<file path="config.mk">
export PLATFORM = sky130hd
export DESIGN_NAME = mux2_rr_stream_arb_flat
export DESIGN_NICKNAME = d
export VERILOG_FILES = /design/src/rtl/mux2_rr_stream_arb_if.sv /design/src/rtl/mux2_rr_stream_arb.sv /design/src/flat_wrapper.sv
export SDC_FILE = /design/constraint.sdc
export NUM_CORES = 1
export LEC_CHECK = 0
export CAP_MARGIN = 15
export CORE_ASPECT_RATIO = 1.2
export CORE_MARGIN = 2
export CORE_UTILIZATION = 44
export CTS_CLUSTER_SIZE = 28
export DETAILED_ROUTE_END_ITERATION = 6
export HOLD_SLACK_MARGIN = 0.15
export PLACE_DENSITY = 0.84
export SLEW_MARGIN = 30
export SYNTH_ARGS = -nofsm -noshare
export SYNTH_HDL_FRONTEND = slang
export SYNTH_SLANG_ARGS = --single-unit
</file>
<file path="constraint.sdc">
create_clock -name clk -period 1.8 [get_ports clk]
set_input_delay 0.45 -clock clk [delete_from_list [all_inputs] [get_ports clk]]
set_output_delay 0.45 -clock clk [all_outputs]
set_load 0.05 [all_outputs]
</file>
<file path="src/rtl/mux2_rr_stream_arb_if.sv">
// Stream bundle for the 2:1 round-robin arbiter: two source streams in,
// one tagged output stream plus occupancy.
interface mux2_rr_stream_arb_if #(
  parameter int unsigned WIDTH = 4
) ();

  logic [WIDTH-1:0] a_data;
  logic             a_valid;
  logic             a_ready;
  logic [WIDTH-1:0] b_data;
  logic             b_valid;
  logic             b_ready;
  logic [WIDTH-1:0] y_data;
  logic             y_src;
  logic             y_valid;
  logic             y_ready;
  logic [1:0]       count;

  // Arbiter side
  modport slave (
    input  a_data, a_valid, b_data, b_valid, y_ready,
    output a_ready, b_ready, y_data, y_src, y_valid, count
  );

  // Environment side (sources and consumer)
  modport master (
    output a_data, a_valid, b_data, b_valid, y_ready,
    input  a_ready, b_ready, y_data, y_src, y_valid, count
  );

endinterface

</file>
<file path="src/rtl/mux2_rr_stream_arb.sv">
// Round-robin arbiter between two valid/ready streams feeding a 2-entry
// in-order queue. The head word is presented with a source tag that can
// drive a downstream mux select.
module mux2_rr_stream_arb #(
  parameter int unsigned WIDTH = 4
) (
  input  logic                   clk,
  input  logic                   rst,
  mux2_rr_stream_arb_if.slave    s
);

  typedef enum logic [1:0] {
    EMPTY = 2'd0,
    ONE   = 2'd1,
    FULL  = 2'd2
  } state_e;

  state_e           state_q, state_d;
  logic             prio_b_q, prio_b_d;   // 1: B wins the next contested cycle
  logic [WIDTH-1:0] d0_q, d0_d;           // head entry
  logic             s0_q, s0_d;
  logic [WIDTH-1:0] d1_q, d1_d;           // second entry
  logic             s1_q, s1_d;

  logic             slot_free;
  logic             grant_a;
  logic             grant_b;
  logic             enq;
  logic             deq;
  logic [WIDTH-1:0] enq_data;
  logic             enq_src;

  // Grant decision; readies are forced low during reset and when full
  always_comb begin
    slot_free = (state_q != FULL);
    grant_a   = !rst && slot_free && s.a_valid && (!s.b_valid || !prio_b_q);
    grant_b   = !rst && slot_free && s.b_valid && (!s.a_valid ||  prio_b_q);
    enq       = grant_a || grant_b;
    enq_data  = grant_b ? s.b_data : s.a_data;
    enq_src   = grant_b;
    deq       = (state_q != EMPTY) && s.y_ready;
  end

  // Next state of occupancy, queue entries and priority pointer
  always_comb begin
    state_d  = state_q;
    prio_b_d = prio_b_q;
    d0_d     = d0_q;
    s0_d     = s0_q;
    d1_d     = d1_q;
    s1_d     = s1_q;

    // Pointer moves only on an accepted transfer, to the other source
    if (enq) begin
      prio_b_d = grant_a;
    end

    case (state_q)
      EMPTY: begin
        if (enq) begin
          d0_d    = enq_data;
          s0_d    = enq_src;
          state_d = ONE;
        end
      end
      ONE: begin
        if (enq && deq) begin
          d0_d = enq_data;
          s0_d = enq_src;
        end else if (enq) begin
          d1_d    = enq_data;
          s1_d    = enq_src;
          state_d = FULL;
        end else if (deq) begin
          state_d = EMPTY;
        end
      end
      FULL: begin
        // No enqueue possible here, so only the shift on dequeue
        if (deq) begin
          d0_d    = d1_q;
          s0_d    = s1_q;
          state_d = ONE;
        end
      end
      default: begin
        state_d = EMPTY;
      end
    endcase
  end

  // State registers; reset flushes the queue and gives A first priority
  always_ff @(posedge clk or posedge rst) begin
    if (rst) begin
      state_q  <= EMPTY;
      prio_b_q <= 1'b0;
      d0_q     <= '0;
      s0_q     <= 1'b0;
      d1_q     <= '0;
      s1_q     <= 1'b0;
    end else begin
      state_q  <= state_d;
      prio_b_q <= prio_b_d;
      d0_q     <= d0_d;
      s0_q     <= s0_d;
      d1_q     <= d1_d;
      s1_q     <= s1_d;
    end
  end

  // Output drive: head entry straight from its registers
  assign s.a_ready = grant_a;
  assign s.b_ready = grant_b;
  assign s.y_data  = d0_q;
  assign s.y_src   = s0_q;
  assign s.y_valid = (state_q != EMPTY);
  assign s.count   = 2'(state_q);

endmodule

</file>
<file path="src/flat_wrapper.sv">
// flat-port wrapper written by rule: the top's interface ports become plain ports
module mux2_rr_stream_arb_flat 
#(
  parameter int unsigned WIDTH = 4
)
  (clk, rst, s_a_data, s_a_valid, s_b_data, s_b_valid, s_y_ready, s_a_ready, s_b_ready, s_y_data, s_y_src, s_y_valid, s_count);
  mux2_rr_stream_arb_if #(.WIDTH(WIDTH)) s_i ();
  input  logic clk;
  input  logic rst;
  input wire logic [$bits(s_i.a_data)-1:0] s_a_data;
  input wire logic [$bits(s_i.a_valid)-1:0] s_a_valid;
  input wire logic [$bits(s_i.b_data)-1:0] s_b_data;
  input wire logic [$bits(s_i.b_valid)-1:0] s_b_valid;
  input wire logic [$bits(s_i.y_ready)-1:0] s_y_ready;
  output wire logic [$bits(s_i.a_ready)-1:0] s_a_ready;
  output wire logic [$bits(s_i.b_ready)-1:0] s_b_ready;
  output wire logic [$bits(s_i.y_data)-1:0] s_y_data;
  output wire logic [$bits(s_i.y_src)-1:0] s_y_src;
  output wire logic [$bits(s_i.y_valid)-1:0] s_y_valid;
  output wire logic [$bits(s_i.count)-1:0] s_count;
  assign s_i.a_data = s_a_data;
  assign s_i.a_valid = s_a_valid;
  assign s_i.b_data = s_b_data;
  assign s_i.b_valid = s_b_valid;
  assign s_i.y_ready = s_y_ready;
  assign s_a_ready = s_i.a_ready;
  assign s_b_ready = s_i.b_ready;
  assign s_y_data = s_i.y_data;
  assign s_y_src = s_i.y_src;
  assign s_y_valid = s_i.y_valid;
  assign s_count = s_i.count;
  mux2_rr_stream_arb #(.WIDTH(WIDTH)) u_core (.clk(clk), .rst(rst), .s(s_i));
endmodule
</file>
==> reports/summary.txt, run 1 <==
Vias per cell: 5.45
Top FF cell, synth: dfrtp_1
Placer Congestion: 0.784
Worst path arrival time: 1.31 ns
# rows: 15
Die X: 40.5 um
Worst-Margin Slew: 0.362 ns
Reg clk slew, reported paths: 0.08 ns
Seq/Total Area, Yosys: 46.3%
Commonest non-fill, non-tap cells in the layout: 22 x buf_4, 11 x dfrtp_1, 9 x clkdlybuf4s50_1
IO Count: 23
HP Class: input pin to asynchronous set/reset pin
Die area: 0.00193 mm^2
Final Slew Violations: 0
M1 wire length: 728 um
Core Box Area: 0.00146 mm^2
CP max FO: 4
Tot GR Track Use: 22.7%
Number of synthesized flops with an enable pin: 0
Power per Cell Area: 1110 mW/mm^2
Final WL: 1800 um
Avg Cell Area, Syn: 10.6 um^2
Cell Int Power: 0.000729 W
Hold buffer count at CTS: 0
Synthesis-to-layout area growth: 59.9%
Required @ worst endpoint: 1.35 ns
Worst rel slew slack: 75.8%
Fin. Hold Viols: 0
Largest net degree at the start of global routing: 12
Post-DP HPWL: 1370 um
DRT Pass-1 Iters: 4
DRC viols: 0
Fin crit period: 1.76 ns
Final hold slack: 0.473 ns
Nets: 119
Mapped Area: 702 um^2
Clock root buffer: clkbuf_4
CP Cell Sequence: nand2b_4 > nand2_4 > a211oi_4 > buf_12
CP endpoint kind: output pin
WL met3: 73 um
CTS Buffer Depth: 2
Switching Power: 0.000522 W
Maximum VDD drop: 0.723 mV
Most common cell after layout, fill and taps aside: buf_4
Status: finished clean
Leak: 0.514 nW
Slowest CP cell: dfrtp_2
First-pass GRT wire length: 2890 um
Clock Power Share: 14.9%
Met2 wire len: 982 um
Grt total ovfl: 0
Yosys warns: 0
Flop pwr share: 36.1%
Vias in the first global route: 649
Critical Path Source Type: register
Worst-Skew Late Latency: 0.28 ns
Asr flop ratio synth: 100%
Total clock sinks: 13
Antenna violations before repair: 0
Max-cap violations: 0
Die Y: 47.8 um
Unrepaired setup endpoints after global routing: false
Worst slack, placed: -0.282 ns
Maximum clock rate: 569 MHz
Combinational power share: 49.0%
H-tree levels: 1
Port Buffer Count: 22
Setup CP Type: register to output pin
Synth Register Bits: 13
Highest Signal Layer: met4
Vias: 665
Final worst path period share: 97.6%
TritonCTS clock tree: done
Iteration-0 DRC Markers: 5
Sw frac: 41.7%
Initial Utilization: 47.9%
Post-Synthesis Cells: 66
Placed Cells: 113
Num CTS Buffers: 3
CP peak stage delay: 0.45 ns
Finish-stage setup viols: 0
Syn nets: 79
Wire per inst: 14.7 um
# diodes: 0
Synth cell types: 26
Post-DRT Antenna Nets: 0
Clock Skew: 0.00557 ns
Worst Setup Slack, final: 0.0440 ns
Non-filler instance count after layout: 122
Layout cells sized above 1: 40.0%
## registers in the layout, indices dropped and copies added (netlist names)
name             cells
u_core.d1_q          4
u_core.prio_b_q      1
u_core.s.count       2
u_core.s.y_data      4
u_core.s.y_src       1
u_core.s1_q          1
## routing by layer
layer | global-route usage (%) | vias to the layer above
met5 | 0 | -
met4 | 8.00 | 0
met3 | 4.19 | 2
met2 | 38.4 | 21
met1 | 28.4 | 321
li1 | - | 321
## through the flow
step                      instance area [um^2]  util, %  TNS (ns)  power, W
after floorplan                            741        -   -0.0292  0.000833
after global placement                    1050     72.0     -2.38   0.00103
after detailed placement                  1050     72.0     -3.19   0.00105
after CTS                                 1120     76.3         0   0.00125
after global routing                      1120     76.7         0   0.00132
final                                     1120     76.7         0   0.00125
## repair_timing
action | CTS | global route
resized for setup | 5 | 1
endpoints found under the setup margin | 3 | 1
hold endpoints to repair | 0 | 0
gates cloned | 0 | 0
setup buffers | 5 | 0
pin swaps | 2 | 0
## worst max-delay path, delay by kind of cell (launching register included)
| kind | cells | cell delay (ns) |
|---|---|---|
| flops | 1 | 0.45 |
| compound gates | 1 | 0.22 |
| buf+inv | 1 | 0.18 |
| simple gates | 2 | 0.17 |
## synth_stat cells (all sizes together), types with 2 or more instances
cell	number	area [um^2]
a21oi	5	25.0
buf	3	17.5
dfrtp	13	325
inv	3	11.3
mux2i	5	50.1
nand2	6	22.5
nand2b	2	12.5
nand3b	2	27.5
nor2	2	7.51
o21ai	9	45.0
o31ai	2	28.8
or4b	4	40.0
## power groups by stage
stage	logic, W	clock network (W)	registers, W
finish	0.000613	0.000186	0.000452
global route	0.000653	0.000200	0.000463
CTS	0.000616	0.000183	0.000451
detailed placement	0.000569	0	0.000477
global placement	0.000555	0	0.000471
floorplan	0.000231	0	0.000602
## worst paths after layout
check,from,to,slack [ns],cells after the start
worst max-delay path,u_core.s.count[1]$_DFFE_PP0P_,s_a_ready,0.04,4
worst min-delay path,rst,u_core.s1_q$_DFFE_PP0P_,0.47,4
worst max register to register,u_core.s.count[0]$_DFFE_PP0P_,u_core.s.y_data[3]$_DFFE_PP0P_,0.14,6
worst min register to register,u_core.d1_q[2]$_DFFE_PP0P_,u_core.d1_q[2]$_DFFE_PP0P_,0.48,2
max in group asynchronous,rst,u_core.s.count[0]$_DFFE_PP0P_,1.17,4
min in group clk,u_core.d1_q[2]$_DFFE_PP0P_,u_core.d1_q[2]$_DFFE_PP0P_,0.48,2
## cell type report
| cell class | count | area [um^2] |
|---|---|---|
| Fill cell | 103 | 342 |
| Timing Repair Buffer | 38 | 353 |
| Multi-Input combinational cell | 47 | 375 |
| Sequential cell | 13 | 328 |
| Clock buffer | 4 | 26.3 |
| Tap cell | 17 | 21.3 |
| Inverter | 3 | 18.8 |
## kinds of logic after synthesis
logic type | share of synthesized area (%)
flip-flops | 46.3
AND/OR/NAND/NOR | 19.1
buffers and inverters | 4.10
AO/OA/AOI/OAI | 23.4
multiplexers | 7.13
(Power assumes the default switching activity.)
==> inputs of run 2 (changes only) <==
--- a/config.mk
+++ b/config.mk
@@ -13,7 +13,7 @@
 export DETAILED_ROUTE_END_ITERATION = 6
 export HOLD_SLACK_MARGIN = 0.15
 export PLACE_DENSITY = 0.84
-export SLEW_MARGIN = 30
+export SLEW_MARGIN = 25
 export SYNTH_ARGS = -nofsm -noshare
 export SYNTH_HDL_FRONTEND = slang
 export SYNTH_SLANG_ARGS = --single-unit
==> results of run 2 <==
No change in the layout: final DEF, timing and power equal those of run 1.
